File: config.mk
export PLATFORM = sky130hd
export DESIGN_NAME = hazard_ctrl_mc
export DESIGN_NICKNAME = d
export VERILOG_FILES = /design/src/rtl/hazard_ctrl_mc.sv
export SDC_FILE = /design/constraint.sdc
export NUM_CORES = 1
export LEC_CHECK = 0
export CORE_MARGIN = 2
export CORE_UTILIZATION = 44
export CTS_BUF_LIST = sky130_fd_sc_hd__clkbuf_4 sky130_fd_sc_hd__clkbuf_8 sky130_fd_sc_hd__clkbuf_16
export CTS_CLUSTER_DIAMETER = 120
export DETAILED_ROUTE_END_ITERATION = 6
export GPL_ROUTABILITY_DRIVEN = 0
export PLACE_DENSITY = 0.78
export SYNTH_ARGS = -nofsm -noshare
export SYNTH_HDL_FRONTEND = slang
export SYNTH_SLANG_ARGS = --single-unit
File: constraint.sdc
create_clock -name clk -period 2.45 [get_ports clk]
set_input_delay 0.245 -clock clk [delete_from_list [all_inputs] [get_ports clk]]
set_output_delay 0.245 -clock clk [all_outputs]
set_load 0.01 [all_outputs]
File: src/rtl/hazard_ctrl_mc.sv
// Pipeline hazard unit: per-operand forwarding, multi-cycle load-use stalls, a freeze
// around the multi-cycle execute unit, and saturating stall/flush performance counters.
module hazard_ctrl_mc #(
  parameter int unsigned ADDR_W   = 5,
  parameter int unsigned NUM_RS   = 2,
  parameter int unsigned LOAD_LAT = 1,
  parameter int unsigned CNT_W    = 16
) (
  input  logic                     clk,
  input  logic                     rst_n,
  input  logic [NUM_RS*ADDR_W-1:0] rs_d,
  input  logic [NUM_RS*ADDR_W-1:0] rs_e,
  input  logic [ADDR_W-1:0]        rd_e,
  input  logic [ADDR_W-1:0]        rd_m,
  input  logic [ADDR_W-1:0]        rd_w,
  input  logic                     reg_write_m,
  input  logic                     reg_write_w,
  input  logic                     mem_read_e,
  input  logic                     pc_src_e,
  input  logic                     mc_start_e,
  input  logic                     mc_done,
  input  logic                     cnt_clear,
  output logic                     stall_f,
  output logic                     stall_d,
  output logic                     stall_e,
  output logic                     flush_d,
  output logic                     flush_e,
  output logic                     flush_m,
  output logic [NUM_RS*2-1:0]      forward_e,
  output logic                     busy,
  output logic [CNT_W-1:0]         stall_cnt,
  output logic [CNT_W-1:0]         flush_cnt
);

  typedef enum logic [1:0] {StRun, StLoadWait, StMcWait} stateE;

  localparam logic [2:0] LoadWaitInit = 3'(LOAD_LAT - 1);
  localparam logic [CNT_W-1:0] CntMax = {CNT_W{1'b1}};

  stateE            stateQ, stateD;
  logic [2:0]       waitQ, waitD;
  logic [CNT_W-1:0] stallCntQ, flushCntQ;

  logic [NUM_RS*2-1:0] fwd;
  logic loadUse;
  logic stallF, stallD, stallE, flushD, flushE, flushM, branchFlush;

  // Forwarding; M is the younger result so it wins over W, and x0 is never forwarded.
  always_comb begin
    fwd = '0;
    for (int i = 0; i < NUM_RS; i++) begin
      if (reg_write_m && (rd_m != '0) && (rd_m == rs_e[i*ADDR_W +: ADDR_W])) begin
        fwd[2*i +: 2] = 2'b10;
      end else if (reg_write_w && (rd_w != '0) && (rd_w == rs_e[i*ADDR_W +: ADDR_W])) begin
        fwd[2*i +: 2] = 2'b01;
      end
    end
  end

  always_comb begin
    loadUse = 1'b0;
    for (int i = 0; i < NUM_RS; i++) begin
      if (mem_read_e && (rd_e != '0) && (rd_e == rs_d[i*ADDR_W +: ADDR_W])) begin
        loadUse = 1'b1;
      end
    end
  end

  always_comb begin
    stateD      = stateQ;
    waitD       = waitQ;
    stallF      = 1'b0;
    stallD      = 1'b0;
    stallE      = 1'b0;
    flushD      = 1'b0;
    flushE      = 1'b0;
    flushM      = 1'b0;
    branchFlush = 1'b0;
    unique case (stateQ)
      StRun: begin
        if (mc_start_e && !mc_done) begin
          stallF = 1'b1;
          stallD = 1'b1;
          stallE = 1'b1;
          flushM = 1'b1;
          stateD = StMcWait;
        end else if (pc_src_e) begin
          // A taken branch squashes the dependent instruction, so no load-use stall.
          flushD      = 1'b1;
          flushE      = 1'b1;
          branchFlush = 1'b1;
        end else if (loadUse) begin
          stallF = 1'b1;
          stallD = 1'b1;
          flushE = 1'b1;
          if (LOAD_LAT > 1) begin
            stateD = StLoadWait;
            waitD  = LoadWaitInit;
          end
        end
      end
      StLoadWait: begin
        stallF = 1'b1;
        stallD = 1'b1;
        flushE = 1'b1;
        waitD  = waitQ - 3'd1;
        if (waitQ <= 3'd1) begin
          stateD = StRun;
        end
      end
      StMcWait: begin
        // mc_start_e is still high here; only mc_done matters.
        if (mc_done) begin
          stateD = StRun;
        end else begin
          stallF = 1'b1;
          stallD = 1'b1;
          stallE = 1'b1;
          flushM = 1'b1;
        end
      end
      default: stateD = StRun;
    endcase
  end

  always_ff @(posedge clk or negedge rst_n) begin
    if (!rst_n) begin
      stateQ <= StRun;
      waitQ  <= '0;
    end else begin
      stateQ <= stateD;
      waitQ  <= waitD;
    end
  end

  always_ff @(posedge clk or negedge rst_n) begin
    if (!rst_n) begin
      stallCntQ <= '0;
      flushCntQ <= '0;
    end else if (cnt_clear) begin
      stallCntQ <= '0;
      flushCntQ <= '0;
    end else begin
      if (stallD && (stallCntQ != CntMax)) begin
        stallCntQ <= stallCntQ + CNT_W'(1);
      end
      if (branchFlush && (flushCntQ != CntMax)) begin
        flushCntQ <= flushCntQ + CNT_W'(1);
      end
    end
  end

  // Control outputs are forced low while reset is held, independent of the clock.
  assign stall_f   = rst_n & stallF;
  assign stall_d   = rst_n & stallD;
  assign stall_e   = rst_n & stallE;
  assign flush_d   = rst_n & flushD;
  assign flush_e   = rst_n & flushE;
  assign flush_m   = rst_n & flushM;
  assign forward_e = rst_n ? fwd : '0;
  assign busy      = rst_n & (stateQ != StRun);
  assign stall_cnt = stallCntQ;
  assign flush_cnt = flushCntQ;

endmodule

==> results_dict.tcl <==
set metrics [dict create \
    cts.path.max_buffers 2 \
    ys_seq_area_share_pct 37.3 \
    netlist_area_um2 2210 \
    clock_sinks 33 \
    final_nets 392 \
    max_clock_freq_mhz 429 \
    first_pass_iters 4 \
    p_int_w 0.00104 \
    swShare_pct 23.5 \
    cp.arrival_ns 2.09 \
    switchingPower_w 0.000320 \
    grt_max_degree 41 \
    period_share_pct 95.2 \
    clk_latency_ns 0.28 \
    dp.cells 406 \
    yosysUniqueCellTypes 39 \
    power_frac_seq_pct 41.2 \
    avgSynthCellArea_um2 9.04 \
    gr-total-overflow 0 \
    cts.clk_slew.worst_paths_ns 0.07 \
    worstPathMaxFanout 2 \
    cp-start-kind "input pin" \
    cts_hold_buf 0 \
    worstPathRequired_ns 2.20 \
    core-area_um2 4790 \
    crit_chain "clkdlybuf4s50_1 > buf_4 > xnor2_1 > nand3_1 > nor4_2 > and2_1 > clkdlybuf4s50_1" \
    diodes 0 \
    wl_per_cell_um 14.1 \
    ir_drop_mv 0.341 \
    num_vias 2174 \
    initial_core_util_pct 46.3 \
    die_area_um2 5620 \
    worst_pin_slew_ns 0.464 \
    crit_path_frequent_cell "clkdlybuf4s50_1" \
    antenna_found_initial 0 \
    drcViolationCount 0 \
    syn2layout_area_growth_pct 51.8 \
    setup_slack_ns 0.117 \
    post-place-ws_ns -0.168 \
    synth_fp_nets 291 \
    critPathMaxStageDelay_ns 0.53 \
    max_cap_violations 0 \
    num_rows 25 \
    syn-instance-count 245 \
    ant_nets 0 \
    place_hpwl_um 4420 \
    clockPowerShare_pct 39.7 \
    slew_headroom_pct 69.1 \
    p_leak_nw 1.29 \
    cts_buffers 5 \
    fillerInstances 401 \
    path_class "in2out" \
    viasPerCell 5.25 \
    top_level_ports 87 \
    die_h_um 74.9 \
    portBuffers 86 \
    power_frac_comb_pct 19.1 \
    outcome "completed" \
    skew_ns 0.00399 \
    rsz0062_at_grt "false" \
    finalHoldViolCount 0 \
    drt_iter0_markers 106 \
    hold_path_class "in2async" \
    routed_wl_um 5850 \
    fin_crit_ns 2.33 \
    critPathCaptureType "output pin" \
    grt_usage_pct 21.9 \
    grt_first_pass_wirelength_um 9450 \
    ys_ff_latch 33 \
    grt_pass1_vias 2041 \
    cts_root_buf "clkbuf_8" \
    p_per_area_nw_per_um2 405 \
    tritoncts "built" \
    total_power_w 0.00136 \
    yosysWarnings 0 \
    finalMaxSlewViolations 0 \
    dieWidth_um 74.9 \
    drive_above_1_share_pct 11.2 \
    crit_slowest_cell "clkdlybuf4s50_1" \
    stdcell_count 414 \
    final-setup-viol-count 0 \
    htreeDepth 2 \
]
==> cell usage in the layout, fill, tap and decap left out, types with 2 or more instances in the layout <==
| master | count |
|---|---|
| a21oi_1 | 16 |
| and2_1 | 7 |
| and3_1 | 5 |
| and4_1 | 3 |
| buf_4 | 16 |
| clkbuf_8 | 6 |
| clkdlybuf4s50_1 | 80 |
| dfrtp_1 | 33 |
| dlygate4sd2_1 | 5 |
| ha_1 | 2 |
| inv_1 | 2 |
| mux2i_1 | 2 |
| nand2_1 | 15 |
| nand3_1 | 15 |
| nand4_1 | 5 |
| nor2_1 | 23 |
| nor2b_1 | 3 |
| nor3_1 | 4 |
| nor4_1 | 3 |
| nor4_2 | 5 |
| o21ai_0 | 6 |
| o21ai_1 | 8 |
| o21ai_2 | 2 |
| or3_1 | 14 |
| or4_1 | 6 |
| xnor2_1 | 24 |
| xor2_1 | 20 |
==> metrics by stage <==
stage / area [µm²] / setup TNS [ns] / util, % / hold WS (ns)
2_1_floorplan: 2210 / 0 / - / -0.0506
3_3_place_gp: 3230 / -0.395 / 67.5 / 0.376
3_5_place_dp: 3230 / -0.520 / 67.5 / 0.370
4_1_cts: 3350 / 0 / 69.9 / 0.0668
5_1_grt: 3360 / 0 / 70.2 / 0.0908
6_report: 3360 / 0 / 70.2 / 0.0509
==> Yosys cell counts <==
library cell  count  area share, %
nand4_1           5            1.4
o22ai_1           1           0.28
xor2_1           20            7.9
buf_6             3            1.5
a31o_2            1           0.40
o21ai_1           8            1.8
dfrtp_1          33             37
or4_1             6            2.0
inv_1             2           0.34
buf_2             1           0.23
nor3_1            4           0.90
and4_1            3            1.2
buf_4             2           0.68
nor4_1            5            1.4
nor4b_1           1           0.40
or3_1            14            4.0
o21ai_0           7            1.6
o21ai_2           1           0.40
a2111oi_4         1            1.2
a22oi_2           1           0.56
ha_1              2            1.1
and3_4            1           0.51
a41oi_1           1           0.40
xnor2_1          24            9.5
a21oi_1          16            3.6
mux2i_1           2           0.90
nor2_1           23            3.9
nor4_2            3            1.7
nor3_2            1           0.45
o31ai_1           1           0.34
or3b_1            1           0.40
nand3_1          15            3.4
and2_1            7            2.0
o211ai_1          1           0.34
nor2b_1           4            1.1
and3_1            5            1.4
nand2_1          15            2.5
clkbuf_1          3           0.51
nor3b_1           1           0.34
==> sequential cells by signal, indices dropped and copies added, names as in the netlist <==
register and cells:
flush_cnt 16, stall_cnt 16, stateQ 1
==> path summary, 6_finish.rpt <==
check | from | to | slack [ns] | cells past startpoint
max | rd_m[4] | forward_e[1] | 0.12 | 7
min | rst_n | stall_cnt[11]$_DFFE_PN0P_ | 0.05 | 2
max reg2reg | stall_cnt[11]$_DFFE_PN0P_ | stall_cnt[11]$_DFFE_PN0P_ | 0.25 | 7
min reg2reg | flush_cnt[10]$_DFFE_PN0P_ | flush_cnt[10]$_DFFE_PN0P_ | 0.56 | 2
max in group asynchronous | rst_n | flush_cnt[0]$_DFFE_PN0P_ | 2.07 | 2
min in group clk | flush_cnt[10]$_DFFE_PN0P_ | flush_cnt[10]$_DFFE_PN0P_ | 0.56 | 2
==> repair_timing <==
action | in CTS | in global routing
setup endpoints to repair | 5 | 2
gates resized for setup | 7 | 3
pin swaps | 0 | 1
buffers inserted | 0 | 0
==> critical path: cells and delay by family <==
kind,cells,cell delay [ns]
buf+inv,3,1.11
xor+xnor,1,0.18
simple gates,3,0.55
==> power by group through the flow <==
stage                     Clock (W)  Combinational (W)  Sequential (W)
after floorplan                   0           0.000104        0.000572
after global placement            0           0.000256        0.000571
after CTS                  0.000546           0.000259        0.000561
after detailed placement          0           0.000260        0.000571
after global routing       0.000572           0.000283        0.000562
final                      0.000540           0.000260        0.000561
==> area by class of cell <==
type / count / area [µm²] / area share [%]
clock buffer: 7 / 90.1 / 2.68
clock inverter: 1 / 30.0 / 0.893
inverter: 2 / 7.51 / 0.223
multi-input combinational: 201 / 1340 / 39.7
sequential: 33 / 826 / 24.6
tap: 67 / 83.8 / 2.49
timing repair buffer: 103 / 990 / 29.4
==> logic make-up after synthesis <==
group           Yosys count  share of synthesized area, %
simple gates            114                          29.0
xor+xnor                 44                          17.4
compound gates           39                          11.0
flops                    33                          37.3
buf+inv                  11                          3.28
mux                       2                         0.904
fa+ha+maj                 2                          1.13
==> layer usage <==
| metal | global-route usage, % | routed length [µm] |
|---|---|---|
| met1 | 26.2 | 2490 |
| met2 | 40.2 | 3070 |
| met3 | 4.28 | 218 |
| met4 | 5.56 | 65 |
| met5 | 0 | 0 |
Power figures use the tool's default switching activity.
